**config.mk**
```make
export PLATFORM = sky130hd
export DESIGN_NAME = des_key_sched_dec_flat
export DESIGN_NICKNAME = d
export VERILOG_FILES = /design/src/rtl/des_key_sched_dec_if.sv /design/src/rtl/des_key_sched_dec.sv /design/src/flat_wrapper.sv
export SDC_FILE = /design/constraint.sdc
export NUM_CORES = 1
export LEC_CHECK = 0
export CAP_MARGIN = 20
export CORE_MARGIN = 3
export CORE_UTILIZATION = 43
export DETAILED_ROUTE_END_ITERATION = 8
export PLACE_DENSITY = 0.78
export SETUP_SLACK_MARGIN = 0.3
export SYNTH_ARGS = -nofsm -noshare
export SYNTH_HDL_FRONTEND = slang
export SYNTH_SLANG_ARGS = --single-unit
```
**constraint.sdc**
```tcl
create_clock -name clk -period 1.8 [get_ports clk]
set_input_delay 0.18 -clock clk [delete_from_list [all_inputs] [get_ports clk]]
set_output_delay 0.18 -clock clk [all_outputs]
set_load 0.03 [all_outputs]
```
**src/rtl/des_key_sched_dec_if.sv**
```systemverilog
// Handshake and data bundle between the DES decrypt key scheduler and its consumer.
// Bit index i of every bus carries FIPS 46-3 bit i.
interface des_key_sched_dec_if;
  logic [64:1] key_in;
  logic        key_load;
  logic        busy;
  logic [48:1] subkey;
  logic        subkey_valid;
  logic        subkey_ready;
  logic [5:1]  round_num;
  logic        last;

  modport master (
    output key_in, key_load, subkey_ready,
    input  busy, subkey, subkey_valid, round_num, last
  );

  modport slave (
    input  key_in, key_load, subkey_ready,
    output busy, subkey, subkey_valid, round_num, last
  );
endinterface

```
**src/rtl/des_key_sched_dec.sv**
```systemverilog
// Sequential DES decryption key scheduler: emits K16 down to K1, one subkey per handshake,
// by right-rotating the PC-1 halves between rounds.
module des_key_sched_dec (
  input  logic                 clk,
  input  logic                 rst,
  des_key_sched_dec_if.slave   bus
);

  typedef enum logic [0:0] {StIdle, StRun} state_e;

  localparam int unsigned Pc1 [56] = '{
    57, 49, 41, 33, 25, 17,  9,  1, 58, 50, 42, 34, 26, 18,
    10,  2, 59, 51, 43, 35, 27, 19, 11,  3, 60, 52, 44, 36,
    63, 55, 47, 39, 31, 23, 15,  7, 62, 54, 46, 38, 30, 22,
    14,  6, 61, 53, 45, 37, 29, 21, 13,  5, 28, 20, 12,  4
  };

  localparam int unsigned Pc2 [48] = '{
    14, 17, 11, 24,  1,  5,  3, 28, 15,  6, 21, 10,
    23, 19, 12,  4, 26,  8, 16,  7, 27, 20, 13,  2,
    41, 52, 31, 37, 47, 55, 30, 40, 51, 45, 33, 48,
    44, 49, 39, 56, 34, 53, 46, 42, 50, 36, 29, 32
  };

  state_e      state_q, state_d;
  logic [28:1] c_q, c_d;
  logic [28:1] dh_q, dh_d;
  logic [5:1]  rnd_q, rnd_d;

  logic [56:1] pc1_out;
  logic [56:1] cd;
  logic [48:1] pc2_out;
  logic        single_shift;

  // Index-wise right rotate: new[j] = old[j-1], new[1] = old[28].
  function automatic logic [28:1] ror1(input logic [28:1] x);
    return {x[27:1], x[28]};
  endfunction

  always_comb begin
    pc1_out = '0;
    for (int i = 1; i <= 56; i++) begin
      pc1_out[i] = bus.key_in[Pc1[i-1]];
    end
  end

  assign cd = {dh_q, c_q};

  always_comb begin
    pc2_out = '0;
    for (int i = 1; i <= 48; i++) begin
      pc2_out[i] = cd[Pc2[i-1]];
    end
  end

  // Shift of encryption round rnd; undone here going from round rnd to rnd-1.
  assign single_shift = (rnd_q == 5'd1) || (rnd_q == 5'd2) || (rnd_q == 5'd9) ||
                        (rnd_q == 5'd16);

  always_comb begin
    state_d = state_q;
    c_d     = c_q;
    dh_d    = dh_q;
    rnd_d   = rnd_q;
    unique case (state_q)
      StIdle: begin
        // C16/D16 equal C0/D0 since the encryption shifts total 28.
        if (bus.key_load) begin
          c_d     = pc1_out[28:1];
          dh_d    = pc1_out[56:29];
          rnd_d   = 5'd16;
          state_d = StRun;
        end
      end
      StRun: begin
        if (bus.subkey_ready) begin
          if (rnd_q == 5'd1) begin
            state_d = StIdle;
          end else begin
            c_d   = single_shift ? ror1(c_q) : ror1(ror1(c_q));
            dh_d  = single_shift ? ror1(dh_q) : ror1(ror1(dh_q));
            rnd_d = rnd_q - 5'd1;
          end
        end
      end
    endcase
  end

  always_ff @(posedge clk or posedge rst) begin
    if (rst) begin
      state_q <= StIdle;
      c_q     <= '0;
      dh_q    <= '0;
      rnd_q   <= '0;
    end else begin
      state_q <= state_d;
      c_q     <= c_d;
      dh_q    <= dh_d;
      rnd_q   <= rnd_d;
    end
  end

  always_comb begin
    bus.busy         = (state_q == StRun);
    bus.subkey_valid = (state_q == StRun);
    bus.subkey       = pc2_out;
    bus.round_num    = rnd_q;
    bus.last         = (state_q == StRun) && (rnd_q == 5'd1);
  end

endmodule

```
**src/flat_wrapper.sv**
```systemverilog
// flat-port wrapper written by rule: the top's interface ports become plain ports
module des_key_sched_dec_flat 
  (clk, rst, bus_key_in, bus_key_load, bus_subkey_ready, bus_busy, bus_subkey, bus_subkey_valid, bus_round_num, bus_last);
  des_key_sched_dec_if bus_i ();
  input  logic clk;
  input  logic rst;
  input wire logic [$bits(bus_i.key_in)-1:0] bus_key_in;
  input wire logic [$bits(bus_i.key_load)-1:0] bus_key_load;
  input wire logic [$bits(bus_i.subkey_ready)-1:0] bus_subkey_ready;
  output wire logic [$bits(bus_i.busy)-1:0] bus_busy;
  output wire logic [$bits(bus_i.subkey)-1:0] bus_subkey;
  output wire logic [$bits(bus_i.subkey_valid)-1:0] bus_subkey_valid;
  output wire logic [$bits(bus_i.round_num)-1:0] bus_round_num;
  output wire logic [$bits(bus_i.last)-1:0] bus_last;
  assign bus_i.key_in = bus_key_in;
  assign bus_i.key_load = bus_key_load;
  assign bus_i.subkey_ready = bus_subkey_ready;
  assign bus_busy = bus_i.busy;
  assign bus_subkey = bus_i.subkey;
  assign bus_subkey_valid = bus_i.subkey_valid;
  assign bus_round_num = bus_i.round_num;
  assign bus_last = bus_i.last;
  des_key_sched_dec u_core (.clk(clk), .rst(rst), .bus(bus_i));
endmodule
```
Word-level counts from Yosys, hierarchy flattened
Cells that the tools add are included.
{"block": "op_classes", "n_addsub": 1, "n_eq_ne": 7, "mux": 18, "bitwise_logic": 1, "reduce_logical": 5}
{"cell": "$mux 28", "n": 8}
{"cell": "$pmux 28 s2", "n": 2}
{"cell": "$mux 5", "n": 3}
{"cell": "$pmux 5 s2", "n": 1}
{"cell": "$ne 2x2->1 const B", "n": 3}
{"cell": "$eq 5x1->1 const B", "n": 1}
{"cell": "$eq 5x2->1 const B", "n": 1}
{"cell": "$eq 5x4->1 const B", "n": 1}
{"cell": "$eq 5x5->1 const B", "n": 1}
{"cell": "$sub 5x1->5 const B", "n": 1}
{"cell": "$logic_or 1x1->1", "n": 3}
{"cell": "$mux 1", "n": 3}
{"cell": "$reduce_and 3->1", "n": 1}
{"cell": "$pmux 1 s2", "n": 1}
{"cell": "$logic_and 1x1->1", "n": 1}
{"cell": "$not 1->1", "n": 1}
{"block": "totals", "ff_bits": 62, "in_bits": 68, "out_inout_bits": 56}

Depth between registers and ports, before layout
Gate-level depths: netlist of run 1.
{"block": "logic_depth", "ltp_word": 8, "mapped_depth": 9, "ltp_nobuf": 6}

Worst setup path after synthesis of run 1
Ideal clock, no wire load.
{"block": "synth_timing", "path_type": "reg2reg", "from": "reg u_core.rnd_q (netlist bit u_core.bus.round_num[1])", "to": "reg u_core.c_q[1] in the netlist's numbering", "arrival_time_ns": 1.899, "required_ns": 1.668, "setup_slack_ns": -0.231, "path_stages_with_launch": 9, "path_buffers": 2, "cell_sequence": "dfrtp_1 -> inv_1 -> ha_1 -> mux2_2 -> o2bb2ai_1 -> buf_2 -> clkbuf_1 -> o221ai_1 -> nand3_1"}
{"block": "synth_via", "elab_chain_cells": 8, "elab_cells_between_ends": 13, "classes_between": "eq/ne (5); mux (4); reduce/logical (4)"}
{"item": "start: declaration", "line": "des_key_sched_dec.sv:28", "source": "logic [5:1] rnd_q, rnd_d;"}
{"item": "start signal: assignment", "line": "des_key_sched_dec.sv:99", "source": "rnd_q <= rnd_d;"}
{"item": "$eq 5x1->1 / $eq 5x2->1 (equally long branches)", "line": "des_key_sched_dec.sv:57, des_key_sched_dec.sv:77"}
{"item": "$logic_or 1x1->1 (3 in a row)", "line": "des_key_sched_dec.sv:57", "source": "assign single_shift = (rnd_q == 5'd1) || (rnd_q == 5'd2) || (rnd_q == 5'd9) ||"}
{"item": "$mux 28", "line": "des_key_sched_dec.sv:80", "source": "c_d = single_shift ? ror1(c_q) : ror1(ror1(c_q));"}
{"item": "$mux 28", "line": "des_key_sched_dec.sv:77", "source": "if (rnd_q == 5'd1) begin"}
{"item": "$mux 28", "line": "des_key_sched_dec.sv:76", "source": "if (bus.subkey_ready) begin"}
{"item": "$pmux 28 s2", "line": "des_key_sched_dec.sv:65", "source": "unique case (state_q)"}
{"item": "end signal: assignment", "line": "des_key_sched_dec.sv:92", "source": "c_q <= '0;"}
{"item": "end signal: assignment", "line": "des_key_sched_dec.sv:97", "source": "c_q <= c_d;"}
{"item": "end: declaration", "line": "des_key_sched_dec.sv:26", "source": "logic [28:1] c_q, c_d;"}
Parallel ways exist; a longest one is shown, timed or not. The select of a mux whose other input is x is not followed.
A chain may end at the register's enable or synchronous reset.

Worst setup path in the final report of run 1
{"block": "layout_timing", "from": "reg u_core.rnd_q (netlist bit u_core.bus.round_num[2])", "to": "reg u_core.c_q[28] in the netlist's numbering"}
Same word-level chain as after synthesis.

==> results of run 1 <==
==> routing by layer <==
layer	wire length, um	up-vias	global-route usage, %
met2	7250	251	42.7
met1	5600	2078	33.4
met4	366	0	12.7
met5	0	-	0
li1	-	1868	-
met3	1140	31	5.29
==> state kept, by name, indices dropped and copies added, names as in the netlist <==
name and count:
u_core.c_q 28, u_core.bus.busy 1, u_core.dh_q 28, u_core.bus.round_num 5
==> logic make-up after synthesis <==
logic type	share of synthesized area (%)
buffers and inverters	15.1
multiplexers	0.275
AND/OR/NAND/NOR	23.3
AO/OA/AOI/OAI	21.9
XOR/XNOR	0.643
adder cells (fa/ha/maj)	0.918
flip-flops	37.9
==> stage by stage <==
step           power, uW  TNS, ns  instance area (um^2)  utilization, %
6_report           13000    -6.69                  6180            68.9
5_1_grt            13700   -10.49                  6180            68.9
4_1_cts            12500    -3.61                  6060            67.5
3_5_place_dp        9760   -0.150                  5210            58.0
3_3_place_gp        9560        0                  5210            58.0
2_1_floorplan       7960    -5.70                  4210               -
==> worst register-to-register path, cell delays in order, from the launching register on <==
cell,delay [ns]
dfrtp_2,0.41
inv_2,0.08
ha_4,0.13
or4b_4,0.51
and2_4,0.22
buf_12,0.16
buf_12,0.13
o211ai_1,0.09
o21ai_1,0.11
==> cells in the final DEF (no fill, tap or decap), drive strengths merged, types with 2 or more instances in the layout <==
cell,instances
a31oi,29
and2,31
buf,53
bufbuf,3
clkbuf,13
clkdlybuf4s50,59
clkinv,4
dfrtp,62
dlygate4sd2,52
ha,3
inv,4
nand2,32
nand2b,2
nand3,58
nor2,33
o211ai,29
o21ai,34
o221ai,27
or3,29
xor2,3
==> final cells by class <==
class	count	area (um^2)	area share (%)
Clock buffer	11	131	2.13
Clock inverter	5	50.0	0.810
Inverter	5	22.5	0.364
Multi-Input combinational cell	316	2240	36.3
Sequential cell	62	1560	25.2
Tap cell	126	158	2.55
Timing Repair Buffer	169	2020	32.7
==> power by group through the flow <==
stage	clock (uW)	combinational (uW)	sequential [uW]
6_report	1200	8680	3150
5_1_grt	1260	9220	3230
4_1_cts	1190	8250	3040
3_5_place_dp	0	6740	3020
3_3_place_gp	0	6590	2970
2_1_floorplan	0	5060	2900
==> path summary, 6_finish.rpt <==
| check | end | depth (start not counted) |
|---|---|---|
| min in group clk | u_core.dh_q[7] | 3 |
| max in group asynchronous | u_core.bus.round_num[3] | 3 |
| max | u_core.c_q[28] | 8 |
| min reg2reg | u_core.bus.round_num[1] | 1 |
| max reg2reg | u_core.c_q[28] | 8 |
| min | u_core.dh_q[6] | 3 |
==> timing repair <==
item | 4_1_cts | 5_1_grt
gates cloned | 14 | 1
pin swaps | 30 | 20
hold buffers | 0 | 0
buffers inserted | 15 | 2
gates resized for setup | 116 | 16
hold endpoints to repair | 0 | 0
setup endpoints to repair | 118 | 66
==> out/metrics.yaml, run 1 <==
worstPathRequired_ns: 2.03
path_clk_slew_ns: 0.07
grt_max_degree: 63
rows: 34
grt_pass1_vias: 4274
placed_cells_incl_taps: 646
leakagePower_uw: 0.00257
worst_slew_pin_slew_ns: 0.401
io_pins: 124
firstDrtPassIters: 5
drc: 0
drive_above_1_share_pct: 23.6
relSlewSlack_pct: 73.3
cts.sinks: 62
synth-seq-area-share_pct: 37.9
cap_violations: 0
crit_buf_inv: 3
ir_drop_mv: 1.10
crit_fanout: 5
nNetsFinal: 634
synthCells: 475
max_freq_mhz: 510
synth_area_um2: 4090
n_antenna_cell: 0
post-route-min-period_ns: 1.96
hold_ws_ns: 0.243
combPwrFrac_pct: 66.6
synth_fp_nets: 546
start_kind: "flip-flop"
yosys.area.top_type: "dfrtp_1"
htreeDepth: 3
async_reset_ff_share_pct: 100
ys_seq_elements: 62
failed_checks: "setup timing"
start_util_pct: 45.6
layout_worst_path_cycle_share_pct: 109
cts_buffers: 9
maxSlewViolCount: 0
critPathMaxStageDelay_ns: 0.51
finClkSkew_ns: 0.0134
internal_power_uw: 6690
status: "finished with violations"
fin_ws_ns: -0.161
synthToLayoutAreaGrowth_pct: 51.2
dp_slack_ns: -0.0185
path_delay_family: "simple AND/OR/NAND/NOR gates"
cp_common_cell: "buf_12"
synthFlopType: "dfrtp_1"
synthDominantCellAreaShare_pct: 37.9
place_congestion: 0.784
synth_most_common_cell: "dfrtp_1"
ys_types: 29
crit_path_top_delay_cell: "or4b_4"
die_h_um: 104
cts-root-buf: "clkbuf_8"
avgRoutedWirePerCell_um: 20.7
hpwl_um: 7610
clockBufferDepth: 2
arrival_ns: 2.19
clock_power_share_pct: 9.2
hold_viol: 0
rr_startpoint: "u_core.bus.round_num[2]"
hold_path.class: "input pin to async pin"
p_sw_uw: 6340
cp-end-kind: "flip-flop"
clk_latency_ns: 0.36
avgSynthCellArea_um2: 8.61
drtIter0Drc: 320
r2r_slack_ns: -0.16
path_cells: "inv_2 > ha_4 > or4b_4 > and2_4 > buf_12 > buf_12 > o211ai_1 > o21ai_1"
routed_wl_um: 14400
grt_pass1_wl_um: 22900
fin_cells: 694
vias: 4228
synth_edf_count: 0
fillers: 621
power_density_nw_per_um2: 2110
via_per_inst: 6.09
ys_warn_count: 0
postRouteAntennaNets: 0
die-area_um2: 10700
p_seq_share_pct: 24.2
grt_overflow: 0
rsz0062_at_grt: "yes"
core-area_um2: 8980
worstSetupPathType: "flip-flop to flip-flop"
swShare_pct: 48.7
numPortBuffers: 115
antenna_found_initial: 0
synth_top_cells_by_area: "dfrtp_1 38%, buf_4 9.0%, nand3_1 7.1%"
setup_violations: 62
grtUsageTotal_pct: 26.2
dieWidth_um: 104
cts_tree: "done"
critPathLaunch: "u_core.bus.round_num[2]"
ys_top_cells_by_count: "62 x dfrtp_1, 58 x nand3_1, 49 x buf_4"
Power figures use the tool's default switching activity.
==> inputs of run 2 (changes only) <==
Settings changed: CTS_BUF_LIST set to sky130_fd_sc_hd__clkbuf_16, SLEW_MARGIN set to 5.
==> run 2 against run 1 <==
The run still ends with setup timing left; total power increased by 6.6%; sequential share of layout area down 0.55 points; cell count is 0.43% lower; fmax down 3.4%; critical path type unchanged; worst setup slack worse by 0.068 ns; core utilization is 1.5 points higher; clock skew hardly changed; wire length grew 8.5%; largest cell class unchanged; sequential power increased by 3%; clock power rose by 43%.
==> out/metrics.yaml, run 2 (synthesized netlist as in run 1, its figures left out) <==
status: "finished with violations"
finClkSkew_ns: 0.0133
drive_above_1_share_pct: 26.5
internal_power_uw: 7120
leakagePower_uw: 0.00260
swShare_pct: 48.7
crit_fanout: 9
hold_ws_ns: 0.261
layout_common_cells: "59 x clkdlybuf4s50_1, 59 x dfrtp_1, 53 x nand3_1, 52 x dlygate4sd2_1"
cp-end-kind: "flip-flop"
worstSetupPathType: "flip-flop to flip-flop"
postCtsHoldBufs: 0
r2r_cells: 8
combPwrFrac_pct: 64.4
power_density_nw_per_um2: 2200
vias: 4331
die_h_um: 104
rows: 34
failed_checks: "setup timing"
place_congestion: 0.784
clock_power_share_pct: 12.4
max_freq_mhz: 493
hold_viol: 0
arrival_ns: 2.30
grt_pass1_wl_um: 21500
layout_worst_path_cycle_share_pct: 113
setup_violations: 60
p_sw_uw: 6780
core-area_um2: 8980
dieWidth_um: 104
cts.sinks: 62
maxSlewViolCount: 0
drtIter0Drc: 367
path_clk_slew_ns: 0.06
cts-root-buf: "clkbuf_16"
start_kind: "flip-flop"
fin_ws_ns: -0.229
cap_violations: 0
nNetsFinal: 631
grt_pass1_vias: 4171
routed_wl_um: 15600
fillers: 604
ir_drop_mv: 1.31
die-area_um2: 10700
rsz0062_at_grt: "yes"
postRouteAntennaNets: 0
cts_buffers: 9
hpwl_um: 7610
synthToLayoutAreaGrowth_pct: 54.6
post-route-min-period_ns: 2.03
htreeDepth: 3
timing.rr.end: "u_core.dh_q[9]"
n_antenna_cell: 0
numPortBuffers: 115
io_pins: 124
drc: 0
r2r_slack_ns: -0.23
hold_path.class: "input pin to async pin"
avgRoutedWirePerCell_um: 22.5
grtUsageTotal_pct: 24.6
dp_slack_ns: -0.0185
clk_latency_ns: 0.34
clockBufferDepth: 2
grt_overflow: 0
rr_startpoint: "u_core.bus.round_num[2]"
worstPathRequired_ns: 2.07
antenna_found_initial: 0
start_util_pct: 45.6
worst_slew_pin_slew_ns: 0.376
via_per_inst: 6.27
relSlewSlack_pct: 74.9
cts_tree: "done"
p_seq_share_pct: 23.3
firstDrtPassIters: 5
grt_max_degree: 63
-- run 2: power by group through the flow --
stage	combinational, uW	sequential (uW)	clock [uW]
floorplan	5060	2900	0
global placement	6590	2970	0
detailed placement	6740	3020	0
CTS	7940	3060	1670
global route	9420	3300	1770
finish	8950	3230	1720
-- run 2: per-layer routing --
| metal | share of wire [%] | vias up | routed length, um | track usage [%] |
|---|---|---|---|---|
| met3 | 7.4 | 58 | 1150 | 4.79 |
| met2 | 50 | 278 | 7850 | 41.4 |
| met1 | 39 | 2127 | 6010 | 30.8 |
| met4 | 3.7 | 0 | 575 | 10.6 |
| met5 | 0 | - | 0 | 0 |
| li1 | - | 1868 | - | - |
-- run 2: timing repair --
action                                  CTS  global route
setup buffers                            11             1
cloned                                   10             7
hold endpoints to repair                  0             0
endpoints found under the setup margin  118            66
pin swaps                                31            21
gates resized for setup                 123            33
-- run 2: metrics by stage --
step	cell area (um^2)	setup TNS, ns	total power [uW]	cells	util [%]
after global routing	6320	-11.14	14500	691	70.4
final	6320	-8.72	13900	691	70.4
after global placement	5210	0	9560	646	58.0
after CTS	6010	-1.95	12700	683	67.0
after detailed placement	5210	-0.150	9760	646	58.0
after floorplan	4210	-5.70	7960	475	-
-- run 2: worst max path at each step --
stage / start / end / slack, ns
2_1_floorplan: u_core.bus.round_num[2] / u_core.dh_q[16] / -0.13
3_3_place_gp: u_core.bus.round_num[2] / u_core.c_q[4] / 0.02
3_5_place_dp: u_core.bus.round_num[2] / u_core.c_q[3] / -0.02
4_1_cts: u_core.bus.round_num[2] / bus_last / -0.09
5_1_grt: u_core.bus.round_num[2] / u_core.c_q[7] / -0.25
6_report: u_core.bus.round_num[2] / u_core.dh_q[9] / -0.23
-- run 2: worst max-delay path, stage by stage (launching register included) --
cell	delay [ns]
dfrtp_2	0.42
inv_2	0.09
ha_4	0.14
or4b_4	0.52
buf_4	0.19
nand2_8	0.15
clkbuf_16	0.19
nand3_1	0.13
nand3_1	0.13
-- run 2: final cells by class --
| type | count | area (um^2) | share of cell area, % |
|---|---|---|---|
| Clock buffer | 9 | 225 | 3.56 |
| Clock inverter | 7 | 57.6 | 0.911 |
| Inverter | 5 | 22.5 | 0.356 |
| Multi-Input combinational cell | 316 | 2330 | 36.9 |
| Sequential cell | 62 | 1560 | 24.6 |
| Tap cell | 126 | 158 | 2.49 |
| Timing Repair Buffer | 166 | 1970 | 31.2 |
